--- config.mk ---
export PLATFORM = sky130hd
export DESIGN_NAME = rst_seq_ctrl
export DESIGN_NICKNAME = d
export VERILOG_FILES = /design/src/rtl/rst_seq_ctrl.sv
export SDC_FILE = /design/constraint.sdc
export NUM_CORES = 1
export LEC_CHECK = 0
export BUFFER_PORTS_ARGS = -buffer_cell sky130_fd_sc_hd__buf_4
export CAP_MARGIN = 20
export CORE_AREA = 2 2 49 51
export CTS_BUF_LIST = sky130_fd_sc_hd__clkbuf_4
export CTS_CLUSTER_SIZE = 14
export DETAILED_ROUTE_END_ITERATION = 8
export DIE_AREA = 0 0 51 53
export MAX_ROUTING_LAYER = met4
export PLACE_DENSITY_LB_ADDON = 0.1
export SLEW_MARGIN = 20
export SYNTH_ARGS = -nofsm -noshare
export SYNTH_HDL_FRONTEND = slang
export SYNTH_SLANG_ARGS = --single-unit
--- constraint.sdc ---
create_clock -name clk -period 6 [get_ports clk]
set_input_delay 1.2 -clock clk [delete_from_list [all_inputs] [get_ports clk]]
set_output_delay 1.2 -clock clk [all_outputs]
set_load 0.02 [all_outputs]
--- src/rtl/rst_seq_ctrl.sv ---
// Reset sequencer: synchronizes arst_i, stretches it, then releases srst_o bits one by one in ascending order.
// Optional reset-cause register is compiled in with RST_SEQ_CTRL_CAUSE_EN.
module rst_seq_ctrl #(
    parameter int SYNC_STAGES    = 2,
    parameter int STRETCH_CYCLES = 16,
    parameter int NUM_RST        = 4,
    parameter int SEQ_GAP        = 4
) (
    input  logic               clk,
    input  logic               arst_i,
    input  logic               swrst_i,
    output logic [NUM_RST-1:0] srst_o,
    output logic               rst_done_o,
    output logic [1:0]         rst_cause_o
);

    localparam int MAX_CNT = (STRETCH_CYCLES > SEQ_GAP) ? STRETCH_CYCLES : SEQ_GAP;
    localparam int CW      = $clog2(MAX_CNT + 1);
    localparam logic [CW-1:0] STRETCH_LAST = CW'(STRETCH_CYCLES - 1);
    localparam logic [CW-1:0] GAP_LAST     = CW'(SEQ_GAP - 1);

    typedef enum logic [1:0] {SYNC, STRETCH, SEQ, RUN} state_e;

    state_e               state_q, state_d;
    logic [SYNC_STAGES-1:0] sync_q, sync_d;
    logic [CW-1:0]        cnt_q, cnt_d;
    logic [NUM_RST-1:0]   srst_q, srst_d;
    logic                 done_q, done_d;
    logic                 rst_int;
    logic                 swrst_accept;

    assign rst_int      = sync_q[SYNC_STAGES-1];
    assign swrst_accept = swrst_i && (state_q != SYNC);

    always_comb begin
        sync_d  = {sync_q[SYNC_STAGES-2:0], 1'b0};
        state_d = state_q;
        cnt_d   = cnt_q;
        srst_d  = srst_q;
        case (state_q)
            // Leave SYNC on the edge that shifts the last 1 out of the chain.
            SYNC: begin
                if (rst_int && !sync_q[SYNC_STAGES-2]) begin
                    state_d = STRETCH;
                    cnt_d   = '0;
                end
            end
            STRETCH: begin
                if (cnt_q == STRETCH_LAST) begin
                    srst_d  = srst_q << 1;
                    cnt_d   = '0;
                    state_d = (NUM_RST == 1) ? RUN : SEQ;
                end else begin
                    cnt_d = cnt_q + 1'b1;
                end
            end
            SEQ: begin
                if (cnt_q == GAP_LAST) begin
                    srst_d = srst_q << 1;
                    cnt_d  = '0;
                    if ((srst_q << 1) == '0) begin
                        state_d = RUN;
                    end
                end else begin
                    cnt_d = cnt_q + 1'b1;
                end
            end
            default: begin
                state_d = RUN;
            end
        endcase
        // A held software request keeps the stretch counter parked at zero.
        if (swrst_accept) begin
            state_d = STRETCH;
            cnt_d   = '0;
            srst_d  = '1;
        end
        done_d = (state_d == RUN);
    end

    always_ff @(posedge clk or posedge arst_i) begin
        if (arst_i) begin
            sync_q  <= '1;
            state_q <= SYNC;
            cnt_q   <= '0;
            srst_q  <= '1;
            done_q  <= 1'b0;
        end else begin
            sync_q  <= sync_d;
            state_q <= state_d;
            cnt_q   <= cnt_d;
            srst_q  <= srst_d;
            done_q  <= done_d;
        end
    end

    assign srst_o     = srst_q;
    assign rst_done_o = done_q;

`ifdef RST_SEQ_CTRL_CAUSE_EN
    logic [1:0] cause_q, cause_d;

    always_comb begin
        cause_d = swrst_accept ? 2'b10 : cause_q;
    end

    always_ff @(posedge clk or posedge arst_i) begin
        if (arst_i) begin
            cause_q <= 2'b01;
        end else begin
            cause_q <= cause_d;
        end
    end

    assign rst_cause_o = cause_q;
`else
    assign rst_cause_o = 2'b00;
`endif

endmodule

---- Word level (Yosys, flattened, before mapping) ----
Index checks and enable logic that the tools add are counted.
word-level totals
  bits in registers ....................... 14
  output and inout bits ................... 7
  word-level logic and storage cells ...... 39
  input bits .............................. 3
cells by class
  reductions and logical operators ........ 10
  equal/unequal tests ..................... 8
  muxes and demuxes ....................... 15
  add/subtract/negate cells ............... 1
operator list
  cell                                                  count
  2-to-1 mux 5 bit                                      4
  case mux 5 bit (3 select lines)                       1
  2-to-1 mux 4 bit                                      3
  2-to-1 mux 2 bit                                      5
  != test 3 bit (second input constant)                 3
  case mux 4 bit (2 select lines)                       1
  case mux 2 bit (3 select lines)                       1
  adder 5 x 1 -> 5 bit (second input constant)          1
  equality test 5 x 2 -> 1 bit (second input constant)  1
  equality test 5 x 4 -> 1 bit (second input constant)  1
  equality test 2 bit (second input constant)           2
  zero test 4 bit                                       1
  nonzero test 4 bit                                    1
  AND reduction 3 bit                                   1
  nonzero test 3 bit                                    1
  equality test 2 x 1 -> 1 bit (second input constant)  1
  logical AND 1 bit                                     2
  zero test 2 bit                                       1
  AND reduction 2 bit                                   1
  nonzero test 2 bit                                    1
  zero test 1 bit                                       1

---- Depth between registers and ports, before layout ----
  word-level depth ........................ 6
  depth in mapped cells ................... 8
  depth with buffers taken out ............ 8

---- Worst setup path after synthesis ----
OpenSTA, ideal clock, no wires.
  path type ............................... input to register
  start ................................... in swrst_i
  end ..................................... reg cnt_q[3]
  cell stages on the path ................. 4
  setup time .............................. 122 ps
  required time ........................... 5,878 ps
  buffers on the path ..................... 0
  arrival ................................. 1,880 ps
  setup slack ............................. 3,998 ps
  path through ............................ nor3_1 -> a21o_1 -> o21ai_0 -> a32o_1
on the way
  cells in the longest elaborated chain, start to end .. 3
  elaborated cells between the ends (all ways) .. 5
  those cells by class .................... 1 x eq/ne; 1 x mux; 3 x reduce/logical
RTL lines
  what                                                                  line  RTL
  start: declaration                                                    11    input logic swrst_i,
  logical AND 1 bit (*)                                                 33    assign swrst_accept = swrst_i && (state_q != SYNC);
  != test 3 bit (no source line) or nonzero test 4 bit (tied branches)  -
  AND reduction 2 bit (no source line)                                  -
  end signal: assignment                                                91    cnt_q <= cnt_d;
  end: declaration                                                      26    logic [CW-1:0] cnt_q, cnt_d;
Every way passes the cells marked *; elsewhere a longest branch is shown, timed or not.
A chain may end at the register's enable or synchronous reset.

---- Worst setup path after layout ----
  start ................................... reg srst_q[2] (netlist: srst_o[2])
  end ..................................... out srst_o[2]
RTL lines
  what                      line  RTL
  start: declaration        27    logic [NUM_RST-1:0] srst_q, srst_d;
  start signal: assignment  92    srst_q <= srst_d;
  end: declaration          12    output logic [NUM_RST-1:0] srst_o,
No word-level cell between the ends.

==> metrics.md <==
| Metric | Value |
|---|---|
| Mapped Area | 836 sq um |
| CP max-delay cell | dfstp_2 |
| Final Slew Violations | 0 |
| Pwr/cell area | ~350 mW/mm^2 |
| CTS resizes | 0 |
| Max incr delay on CP | approximately 570 ps |
| Clock power frac | 0.161 |
| CP Max Fanout | 4 |
| Largest area contributor in the netlist | dfrtp_1 |
| First-pass GRT wire length | ~2800 um |
| Ports | 10 |
| Die Area | 0.00270 sq mm |
| Run status | finished clean |
| Syn avg cell area | 10.2 sq um |
| Initial Util | 0.389 |
| All-Layer GR Usage | 0.150 |
| Endpoints failing setup | 0 |
| Sw power | around 130 uW |
| CP cell instances | buf_4 |
| Final wirelength | approximately 1600 um |
| Sw Share | 0.382 |
| Logic pwr share | 0.418 |
| RSZ-0062 raised after global routing | no |
| Cts hold-fix bufs | 0 |
| Die W | slightly above 50 um |
| CTS Sinks | 14 |
| Post-synth top area share | 0.240 |
| # diodes | 0 |
| Max-Cap Viols | 0 |
| Register Area | 358 sq um |
| Final setup TNS | 0 ps |
| Relative slew slack | 0.647 |
| Arr. time, crit path | 980 ps |
| Synthesis-to-finish area growth | 12.7% |
| Worst Tran Pin Value | roughly 530 ps |
| H-tree Lvls | 1 |
| Top cells by area, synth | dfrtp_1 24%, dfstp_2 19%, ha_1 12% |
| Setup CP Type | reg2out |
| GP Congestion | 0.737 |
| Clk buf depth | 2 |
| Vias per std cell | just over 5 |
| Multi-input logic area | around 440 sq um |
| Fmax | between 400 and 500 MHz |
| Yosys reg bits | 14 |
| Core box area | roughly 0.0021 sq mm |
| Synth Instances | a little over 80 |
| Violation count after the first detailed-routing iteration | 6 |
| Port bufs | 7 |
| Worst hold path type | reg2reg |
| Period minus WS final | ~2200 ps |
| Die outline height | 53 um |
| Int Power | 205 uW |
| Clock skew | around 0.94 ps |
| Sequential share of power | 0.421 |
| Via Count | slightly above 600 |
| Initial antenna violation count | 0 |
| R2R cell count | 6 |
| CTS tree | done |
| Clock Latency Late Sink | approximately 270 ps |
| Pre-Repair DR Iteration Count | 3 |
| Period utilisation layout | 0.364 |
| Setup Buffers After CTS | 0 |
| Critical path endpoint category | output pin |
| Clock buffer count from CTS | 3 |
| Global route total overflow | 0 |
| DRC violations left | 0 |
| Reg clk slew, reported paths | approximately 80 ps |
| FP Rows | 17 |
| Synthesis Warnings | 0 |
| Worst vdd ir | between 0.15 and 0.2 mV |
| Final HPWL DP | 1220 um |
| Register area share after synthesis | 0.428 |
| Filler Cells Inserted | about 210 |
| Routed Antenna Nets | 0 |
| Synth unique cells | 30 |
| CTS root buf | clkbuf_4 |
| Largest net degree at the start of global routing | 15 |
| Util after Layout | 0.439 |
| Avg WL per Cell | 13.0 um |
| Most frequent cells in the layout | 9 x inv_1, 8 x nand2_1, 8 x ha_1, 8 x dfrtp_1, 7 x buf_4 |
| Fin nets | between 100 and 150 |
| Buf+Inv Stages, Crit Path | 1 |
| Vias in the first global route | between 500 and 600 |
| Critical path startpoint category | flip-flop |
| Most common cell after layout, fill and taps aside | inv_1 |
| Final Hold Vio Count | 0 |
| Share of layout cells above drive strength 1 | 0.237 |
| Hold-critical path depth | 0 |
| Top Family by Delay on Critical Path | flip-flops |
| WP data required | around 4800 ps |
| Leak | ~0.00042 uW |
| CP Depth | 1 |
## worst register-to-register path, stage by stage (launching register included)
cell and delay [ps]:
dfrtp_1 450, inv_1 150, ha_1 240, or4b_2 620, o211a_1 220, and3_1 190, a211oi_1 160
## final timing paths
kind                                       start                     to  slack [ps]
max                        srst_o[2]$_DFFE_PP1P_              srst_o[2]        3820
min                          sync_q[0]$_DFF_PP1_    sync_q[1]$_DFF_PP1_         370
max reg2reg                 state_q[0]$_DFF_PP0_   rst_done_o$_DFF_PP0_        3880
min reg2reg                  sync_q[0]$_DFF_PP1_    sync_q[1]$_DFF_PP1_         370
max in group asynchronous                 arst_i  srst_o[2]$_DFFE_PP1P_        4680
min in group asynchronous                 arst_i   cnt_q[2]$_DFFE_PP0P_         960
## sequential cells by signal, indices dropped and copies added, names as in the netlist
name        flops
cnt_q           5
rst_done_o      1
state_q         2
sync_q          2
srst_o          4
## synth_stat cells
| library cell | n |
|---|---|
| nor3_1 | 1 |
| a21bo_2 | 1 |
| o22a_1 | 3 |
| a31oi_1 | 1 |
| nor2b_1 | 3 |
| or4b_2 | 1 |
| conb_1 | 1 |
| buf_4 | 2 |
| o32ai_1 | 1 |
| nand3_1 | 2 |
| or3_4 | 1 |
| nand4_1 | 1 |
| dfrtp_1 | 8 |
| dfstp_2 | 6 |
| ha_1 | 8 |
| and2_1 | 1 |
| a21o_4 | 1 |
| a32o_1 | 2 |
| a21oi_1 | 2 |
| nand2b_1 | 2 |
| o211a_1 | 1 |
| or2_2 | 1 |
| a211oi_1 | 3 |
| a21o_1 | 2 |
| inv_1 | 9 |
| or4b_4 | 1 |
| and3_1 | 2 |
| o21ai_0 | 6 |
| nand2_1 | 8 |
| a22o_1 | 1 |
## cell families after synthesis
| kind of cell | after synthesis | share of synthesized area |
|---|---|---|
| adder cells (fa/ha/maj) | 8 | 0.120 |
| AND/OR/NAND/NOR | 24 | 0.171 |
| buffers and inverters | 11 | 0.0584 |
| other | 1 | 0.00449 |
| AO/OA/AOI/OAI | 24 | 0.219 |
| flip-flops | 14 | 0.428 |
## cell type report
type	instances	share of cell area
Tap cell	28	0.0372
Timing Repair Buffer	7	0.0558
Sequential cell	14	0.380
Multi-Input combinational cell	59	0.463
Clock inverter	1	0.00398
Inverter	9	0.0359
Clock buffer	3	0.0239
## routing by layer
| layer | wire (um) | global-route usage | vias up |
|---|---|---|---|
| met4 | 16 | 0.0811 | 0 |
| met3 | 44 | 0.0282 | 2 |
| met2 | 740 | 0.225 | 7 |
| li1 | - | - | 313 |
| met5 | 0 | - | - |
| met1 | 768 | 0.191 | 295 |
## power groups by stage
stage	clock (uW)	sequential [uW]	combinational, uW
floorplan	0	150	87.9
global placement	0	141	138
detailed placement	0	141	140
CTS	57.6	140	140
global route	59.8	145	155
finish	53.4	140	139
## stage by stage
step                total power (uW)  setup WS, ps  area (sq um)  instances  hold WS [ps]
finish                           332          3820           942        121           368
global route                     360          3770           942        121           380
CTS                              338          3800           942        121           370
detailed placement               281          3790           916        117           357
global placement                 279          3800           916        117           354
floorplan                        238          4000           843         84           351
No activity file was read; power rests on OpenSTA's default activity.
